### src/rtl/serial_to_parallel_hs_if.sv
// Bundle of the serial-side inputs and the parallel-side valid/ready handshake.
// The slave modport is the deserialiser's view; master is the driving side.
interface serial_to_parallel_hs_if #(
    parameter int WIDTH = 32
);
    localparam int CNT_W = $clog2(WIDTH);

    logic             serial_in;
    logic             bit_valid;
    logic             frame_start;
    logic             msb_first;
    logic             out_ready;
    logic             overrun_clr;
    logic [WIDTH-1:0] parallel_out;
    logic             out_valid;
    logic             overrun;
    logic [CNT_W-1:0] bit_count;

    modport slave (
        input  serial_in, bit_valid, frame_start, msb_first, out_ready, overrun_clr,
        output parallel_out, out_valid, overrun, bit_count
    );

    modport master (
        output serial_in, bit_valid, frame_start, msb_first, out_ready, overrun_clr,
        input  parallel_out, out_valid, overrun, bit_count
    );
endinterface

### src/rtl/serial_to_parallel_hs.sv
// Parametrised deserialiser: assembles WIDTH serial bits (MSB- or LSB-first) into a
// word held in a one-deep valid/ready output register, with resync and sticky overrun.
module serial_to_parallel_hs #(
    parameter int WIDTH = 32
) (
    input  logic                   clk,
    input  logic                   reset,
    serial_to_parallel_hs_if.slave bus
);
    localparam int CNT_W = $clog2(WIDTH);
    localparam logic [CNT_W-1:0] LAST = CNT_W'(WIDTH - 1);

    logic [WIDTH-1:0] sr;
    logic [WIDTH-1:0] base;
    logic [WIDTH-1:0] sr_next;
    logic [WIDTH-1:0] holding;
    logic [CNT_W-1:0] count;
    logic             mode;
    logic             mode_now;
    logic             valid_q;
    logic             overrun_q;
    logic             complete;
    logic             slot_free;

    // A word's first bit (or a resync bit) takes the live msb_first; later bits use the latched mode.
    always_comb begin
        mode_now  = ((count == '0) || bus.frame_start) ? bus.msb_first : mode;
        base      = bus.frame_start ? '0 : sr;
        sr_next   = mode_now ? {base[WIDTH-2:0], bus.serial_in}
                             : {bus.serial_in, base[WIDTH-1:1]};
        complete  = bus.bit_valid && !bus.frame_start && (count == LAST);
        slot_free = !valid_q || bus.out_ready;
    end

    always_ff @(posedge clk) begin
        if (!reset) begin
            sr        <= '0;
            count     <= '0;
            mode      <= 1'b0;
            holding   <= '0;
            valid_q   <= 1'b0;
            overrun_q <= 1'b0;
        end else begin
            if (bus.bit_valid) begin
                sr <= sr_next;
                if (bus.frame_start) begin
                    count <= CNT_W'(1);
                end else if (complete) begin
                    count <= '0;
                end else begin
                    count <= count + 1'b1;
                end
                if ((count == '0) || bus.frame_start) begin
                    mode <= bus.msb_first;
                end
            end else if (bus.frame_start) begin
                count <= '0;
            end

            // A completion landing on the same edge as an accept refills the slot without a gap.
            if (complete && slot_free) begin
                holding <= sr_next;
                valid_q <= 1'b1;
            end else if (valid_q && bus.out_ready) begin
                valid_q <= 1'b0;
            end

            if (complete && !slot_free) begin
                overrun_q <= 1'b1;
            end else if (bus.overrun_clr) begin
                overrun_q <= 1'b0;
            end
        end
    end

    assign bus.parallel_out = holding;
    assign bus.out_valid    = valid_q;
    assign bus.overrun      = overrun_q;
    assign bus.bit_count    = count;
endmodule

### src/flat_wrapper.sv
// flat-port wrapper written by rule: the top's interface ports become plain ports
module serial_to_parallel_hs_flat 
#(
    parameter int WIDTH = 32
)
  (clk, reset, bus_serial_in, bus_bit_valid, bus_frame_start, bus_msb_first, bus_out_ready, bus_overrun_clr, bus_parallel_out, bus_out_valid, bus_overrun, bus_bit_count);
  serial_to_parallel_hs_if #(.WIDTH(WIDTH)) bus_i ();
  input  logic clk;
  input  logic reset;
  input wire logic [$bits(bus_i.serial_in)-1:0] bus_serial_in;
  input wire logic [$bits(bus_i.bit_valid)-1:0] bus_bit_valid;
  input wire logic [$bits(bus_i.frame_start)-1:0] bus_frame_start;
  input wire logic [$bits(bus_i.msb_first)-1:0] bus_msb_first;
  input wire logic [$bits(bus_i.out_ready)-1:0] bus_out_ready;
  input wire logic [$bits(bus_i.overrun_clr)-1:0] bus_overrun_clr;
  output wire logic [$bits(bus_i.parallel_out)-1:0] bus_parallel_out;
  output wire logic [$bits(bus_i.out_valid)-1:0] bus_out_valid;
  output wire logic [$bits(bus_i.overrun)-1:0] bus_overrun;
  output wire logic [$bits(bus_i.bit_count)-1:0] bus_bit_count;
  assign bus_i.serial_in = bus_serial_in;
  assign bus_i.bit_valid = bus_bit_valid;
  assign bus_i.frame_start = bus_frame_start;
  assign bus_i.msb_first = bus_msb_first;
  assign bus_i.out_ready = bus_out_ready;
  assign bus_i.overrun_clr = bus_overrun_clr;
  assign bus_parallel_out = bus_i.parallel_out;
  assign bus_out_valid = bus_i.out_valid;
  assign bus_overrun = bus_i.overrun;
  assign bus_bit_count = bus_i.bit_count;
  serial_to_parallel_hs #(.WIDTH(WIDTH)) u_core (.clk(clk), .reset(reset), .bus(bus_i));
endmodule
### config.mk
export PLATFORM = sky130hd
export DESIGN_NAME = serial_to_parallel_hs_flat
export DESIGN_NICKNAME = d
export VERILOG_FILES = /design/src/rtl/serial_to_parallel_hs_if.sv /design/src/rtl/serial_to_parallel_hs.sv /design/src/flat_wrapper.sv
export SDC_FILE = /design/constraint.sdc
export NUM_CORES = 1
export LEC_CHECK = 0
export ABC_AREA = 1
export CAP_MARGIN = 10
export CORE_UTILIZATION = 45
export DETAILED_ROUTE_END_ITERATION = 7
export GPL_TIMING_DRIVEN = 1
export PLACE_DENSITY = 0.7
export SLEW_MARGIN = 5
export SYNTH_ARGS = -nofsm -noshare
export SYNTH_HDL_FRONTEND = slang
export SYNTH_SLANG_ARGS = --single-unit
### constraint.sdc
create_clock -name clk -period 1.43 [get_ports clk]
set_input_delay 0.143 -clock clk [delete_from_list [all_inputs] [get_ports clk]]
set_output_delay 0.143 -clock clk [all_outputs]
set_load 0.05 [all_outputs]
==> key figures <==
Setup path
  – R2R setup slack: -0.26 ns
  – Worst path bufs/invs: 5
  – R2R depth: 12
  – Crit path cell chain: inv_1 > ha_4 > inv_2 > nor2_2 > nand2_2 > buf_6 > nand3_4 > clkbuf_16 > nand3_2 > nand3_2 > nand2_2 > inv_1
  – Reg-to-Reg Start: u_core.bus.bit_count[1]
  – Setup crit end kind: flop
  – Crit path depth: 12
  – Crit path kind: reg -> reg
  – Critical path arrival: about 2.0 ns
  – Critical path required time: approximately 1.7 ns
  – Crit Reg-Reg Endpoint: u_core.sr[0]
  – Crit-path leading delay family: simple AND/OR/NAND/NOR gates
  – Critical path peak fanout: 6
  – Startpoint Class: flop
  – Worst Setup EP: u_core.sr[0]
  – Slowest CP cell: dfxtp_4
  – Critical Path Source: u_core.bus.bit_count[1]
  – Delay of the slowest cell on the worst path: between 0.3 and 0.4 ns

Pwr
  – Cell area power density: between 800 and 900 mW/mm2
  – Max IR drop VDD: around 0.00047 V
  – LEAKAGE: roughly 2.6 nW

Cells and area
  – Fillcell total: 593
  – Post-layout net count: between 600 and 700
  – Diodes inserted: 0
  – Multi-input gate area: 0.00246 mm2
  – Finished Core Util: 0.717
  – Reg area: 0.00145 mm2
  – Layout cells sized above 1: 0.334
  – Area Growth Syn to Fin: 51.8%

Floorplanning
  – Starting Density: 0.472
  – I/O Pins: 47
  – Row cnt: 32
  – Die H: between 90 and 100 um
  – DIE AREA: approximately 0.0086 mm2
  – CORE AREA: roughly 0.0078 mm2
  – Die W: between 90 and 100 um

Clocking
  – CTS tree: built
  – TritonCTS Buffers: 9
  – Number of H-tree levels: 3
  – # hold bufs at CTS: 0
  – Skew-Pair Late Insertion Delay: about 0.35 ns
  – CTS max path bufs: 2
  – Clock transition at the registers of the reported paths: roughly 0.08 ns
  – CTS Sinks: 72
  – Clock root buffer: clkbuf_8

Placement
  – GP Congestion: between 0.8 and 0.9
  – Dpl hpwl: between 5 and 6 mm
  – I/O Buffers: 46

Yosys
  – Yosys top cell area share: 0.389
  – Synth unique cells: 21
  – Sequential area share after synthesis: 0.389
  – Mapped cell area: between 0.003 and 0.004 mm2
  – Ys Warns: 0
  – Syn Inst Count: around 580
  – Area leader, netlist: dfxtp_1
  – Net count after synthesis: 593
  – Register bit total from synthesis: 72
  – Synth top area cells: dfxtp_1 39%, nand3_1 18%, inv_1 11%
  – Avg Cell Area, Syn: around 6.4 um2

Drt
  – Drt total wl: 11.9 mm
  – Initial DRT Pass Iterations: 5
  – DRC viols: 0
  – Iter 0 DRT Violations: between 200 and 250
  – Via density: 5.41
  – Vias: just over 4000
  – Routed len/inst: roughly 16 um
  – DRT antenna net count: 0

STA
  – Max-slew violations: 0
  – RSZ-0062 raised after global routing: yes
  – Final setup vio count: 65
  – Slew margin rel.: 0.689
  – Period Utilization, post-route: 1.19
  – Worst-margin pin slew: 0.465 ns
  – Setup Skew: ~0.0083 ns
  – Hold Violations, Final: 0
  – WHS: 0.399 ns
  – Max Clock Freq: 590 MHz
  – Tmin final: ~1.7 ns
  – PnR worst setup slack: -0.265 ns

GRT
  – Vias in the first global route: 3539
  – First-pass GRT wire length: 16.0 mm
  – GRT overflow: 0
  – Largest net degree at the start of global routing: 48
  – Gr usage total: 0.232
  – Initial antenna violation count: 0

Min path
  – HP Class: in -> reg

Outcome
  – Outcome: finished, violations left
  – Failing checks: negative setup slack

Job
  – MaxCap Viol Count: 0
[through the flow]
| stage | cell area [um2] | setup TNS (ns) | setup WS [ns] | total power (W) | std cells |
|---|---|---|---|---|---|
| finish | 5630 | -13.81 | -0.265 | 0.00451 | 751 |
| global route | 5630 | -19.39 | -0.344 | 0.00467 | 751 |
| CTS | 4890 | -9.91 | -0.203 | 0.00431 | 745 |
| detailed placement | 4470 | -12.36 | -0.240 | 0.00264 | 723 |
| global placement | 4470 | -10.39 | -0.187 | 0.00263 | 723 |
| floorplan | 3840 | -11.44 | -0.210 | 0.00249 | 582 |
[worst register-to-register path: cells and delay by family, from the launching register on]
family	cells	cell delay (ns)
buffers and inverters	5	0.53
adder cells (fa/ha/maj)	1	0.16
flip-flops	1	0.37
AND/OR/NAND/NOR	6	0.55
[registers in the layout, summed over array words and instances, names as in the netlist]
signal                   flops
u_core.bus.bit_count         5
u_core.sr                   32
u_core.bus.parallel_out     32
u_core.mode                  1
u_core.bus.overrun           1
u_core.bus.out_valid         1
[synthesized netlist by cell type (all sizes together)]
master,count
o21ai,2
ha,3
o211ai,1
inv,108
nand2,79
clkbuf,13
a21oi,39
dfxtp,72
clkinv,2
buf,23
nand3,132
xor2,1
nor2,107
[layer usage]
metal | vias up | wire length [um] | global-route usage
li1 | 1931 | - | -
met1 | 1909 | 4790 | 0.288
met2 | 182 | 6050 | 0.398
met3 | 41 | 681 | 0.0386
met4 | 0 | 403 | 0.0897
met5 | - | 0 | 0
[final cells by class]
cell class	instances	area share
inverters	110	0.0736
repair buffers	87	0.176
multi-input cells	364	0.436
clock buffers	11	0.0233
well taps	102	0.0227
clock inverters	5	0.0102
flip-flops and latches	72	0.258
[report_power, final]
group | internal, W | switching (W)
Clock | 0.000808 | 0.000817
Combinational | 0.000307 | 0.000491
Sequential | 0.00206 | 0.0000235
Total | 0.00318 | 0.00133
[logic make-up (layout without fill, tap and decap cells)]
| family | count (synthesis) | in the layout | share of synthesized area |
|---|---|---|---|
| adder cells (fa/ha/maj) | 3 | 3 | 0.0101 |
| buffers and inverters | 146 | 213 | 0.168 |
| AO/OA/AOI/OAI | 42 | 42 | 0.0574 |
| flip-flops | 72 | 72 | 0.389 |
| XOR/XNOR | 1 | 1 | 0.00236 |
| AND/OR/NAND/NOR | 318 | 318 | 0.374 |
[placed cells by master, fill, tap and decap left out, drive strengths merged]
master and instances:
nand2 79, nor2 107, clkinv 6, a21oi 39
bufinv 1, o211ai 1, clkdlybuf4s50 7, xor2 1
inv 108, o21ai 2, nand3 132, dfxtp 72
clkbuf 15, buf 76, ha 3
[repair_timing]
item                       4_1_cts  5_1_grt
resized for setup               35      114
gates cloned                     4        6
setup endpoints to repair       67       70
buffers inserted                 2        0
pin swaps                        1       22
[worst min-delay path by stage]
stage / slack, ns / start / endpoint / cells after the start
final: 0.40 / bus_overrun_clr / u_core.bus.overrun / 4
after global routing: 0.43 / bus_overrun_clr / u_core.bus.overrun / 4
after CTS: 0.41 / bus_overrun_clr / u_core.bus.overrun / 4
after detailed placement: 0.48 / u_core.bus.overrun / u_core.bus.overrun / 2
after global placement: 0.47 / u_core.bus.overrun / u_core.bus.overrun / 2
after floorplan: 0.27 / reset / u_core.bus.bit_count[0] / 2
(Power assumes the default switching activity.)
==> RTL edit: new RTL, same settings <==
`WIDTH` is set to 32 in 3 places; all go to 64.
--- a/src/rtl/serial_to_parallel_hs_if.sv
+++ b/src/rtl/serial_to_parallel_hs_if.sv
@@ -1,7 +1,7 @@
 // Bundle of the serial-side inputs and the parallel-side valid/ready handshake.
 // The slave modport is the deserialiser's view; master is the driving side.
 interface serial_to_parallel_hs_if #(
-    parameter int WIDTH = 32
+    parameter int WIDTH = 64
 );
     localparam int CNT_W = $clog2(WIDTH);
 
--- a/src/rtl/serial_to_parallel_hs.sv
+++ b/src/rtl/serial_to_parallel_hs.sv
@@ -1,7 +1,7 @@
 // Parametrised deserialiser: assembles WIDTH serial bits (MSB- or LSB-first) into a
 // word held in a one-deep valid/ready output register, with resync and sticky overrun.
 module serial_to_parallel_hs #(
-    parameter int WIDTH = 32
+    parameter int WIDTH = 64
 ) (
     input  logic                   clk,
     input  logic                   reset,
--- a/src/flat_wrapper.sv
+++ b/src/flat_wrapper.sv
@@ -1,7 +1,7 @@
 // flat-port wrapper written by rule: the top's interface ports become plain ports
 module serial_to_parallel_hs_flat 
 #(
-    parameter int WIDTH = 32
+    parameter int WIDTH = 64
 )
   (clk, reset, bus_serial_in, bus_bit_valid, bus_frame_start, bus_msb_first, bus_out_ready, bus_overrun_clr, bus_parallel_out, bus_out_valid, bus_overrun, bus_bit_count);
   serial_to_parallel_hs_if #(.WIDTH(WIDTH)) bus_i ();
Ports: changed (resized bus_bit_count and bus_parallel_out); port bits go from 47 to 80. No check against the original RTL was run, so the function may have changed too.
==> RTL edit against the original RTL <==
- the run still ends with setup timing left
- via count is 82% higher
- routed wire length is 75% higher
- power is 110% higher
- synthesized area is 100% higher
- worst setup slack better by 0.051 ns
- count of clock-buffer cells in the layout is 13 higher
- sequential cell count is 65 higher
- design area is 87% higher
- worst hold slack worse by 0.19 ns
- critical path type unchanged
==> RTL edit: results (changes against the original RTL) <==
Reg-to-reg startpoint: u_core.bus.bit_count[0]$_SDFFE_PN0P_ (was u_core.bus.bit_count[1]$_SDFFE_PN0P_). The fraction of final layout cells with drive strength greater than 1 came out at 32.4% (was 33.4%). The port buffer count works out to 79 (was 46). The via count of the first global-routing pass is 6875 (was 3539), and the buffer count from post-CTS setup fixing is 9 (was 2).

The number of H-tree branching levels is 4 (was 3). The pin slew with the least headroom to its limit is 0.537 ns (was 0.465 ns). The root buffer selected by CTS was clkbuf_16 (was clkbuf_8). The filler cell count in the final layout is 1273 (was 593). For the global placement routability congestion, the log shows 0.789 (was 0.811). The global routing usage on met3 came out at 4.59% (was 3.86%). The run gives 0.00997 ns (was 0.00827 ns) as the worst clock skew on the final layout. The number of resized instances in the post-cts repair step is 109 (was 35), and the half-perimeter wire length after placement is 10900 um (was 5940 um). The share of synthesized area occupied by flip-flops and latches was 36.6% (was 38.9%); the depth of the worst register-to-register path was 11 (was 12). The logs give 1207 (was 655) for the number of nets in the layout and 9060 um (was 4790 um) for the wire length the detailed router placed on met1. The clock transition at the registers of the reported paths came out at 0.06 ns (was 0.08 ns). The pre-CTS setup slack came out at -0.152 ns (was -0.240 ns). Violated checks: setup timing (unchanged).

The cell leakage power is 4.77 nW (was 2.60 nW), and the setup violation total in the final timing report is 128 (was 65). The share of total power in the clock network came out at 44.9% (was 36.1%). The setup slack of the critical path after layout came out at -0.214 ns (was -0.265 ns). For the first-pass GRT wire length, the log shows 32200 um (was 16000 um). The run finished, with violations left.

The post-synthesis share of cell area spent on full adders, half adders and majority gates is 0.334% (was 1.01%).
## RTL edit: cell types whose count changed after synthesis, moves of 5 or more
| cell | before | now |
|---|---|---|
| inv_1 | 107 | 270 |
| nand3_1 | 132 | 263 |
| dfxtp_1 | 72 | 137 |
| nand2_1 | 77 | 142 |
| a21oi_2 | 0 | 60 |
| nor2_1 | 106 | 70 |
| a21oi_1 | 39 | 74 |
| buf_2 | 7 | 19 |
| buf_12 | 0 | 7 |
| buf_6 | 4 | 11 |
| buf_4 | 9 | 15 |
| buf_1 | 3 | 8 |
## RTL edit: tightest hold or removal path, cell delays in order
cell and delay [ns]:
buf_2 0.14, buf_4 0.22, a211oi_1 0.09
## RTL edit: area by class of cell
class,instances,area [um2],area share (%)
clock buffers,24,503,4.79
clock inverters,7,66.3,0.631
inverters,273,1040,9.88
multi-input cells,627,4170,39.7
flip-flops and latches,137,2760,26.3
well taps,216,270,2.57
repair buffers,141,1690,16.1
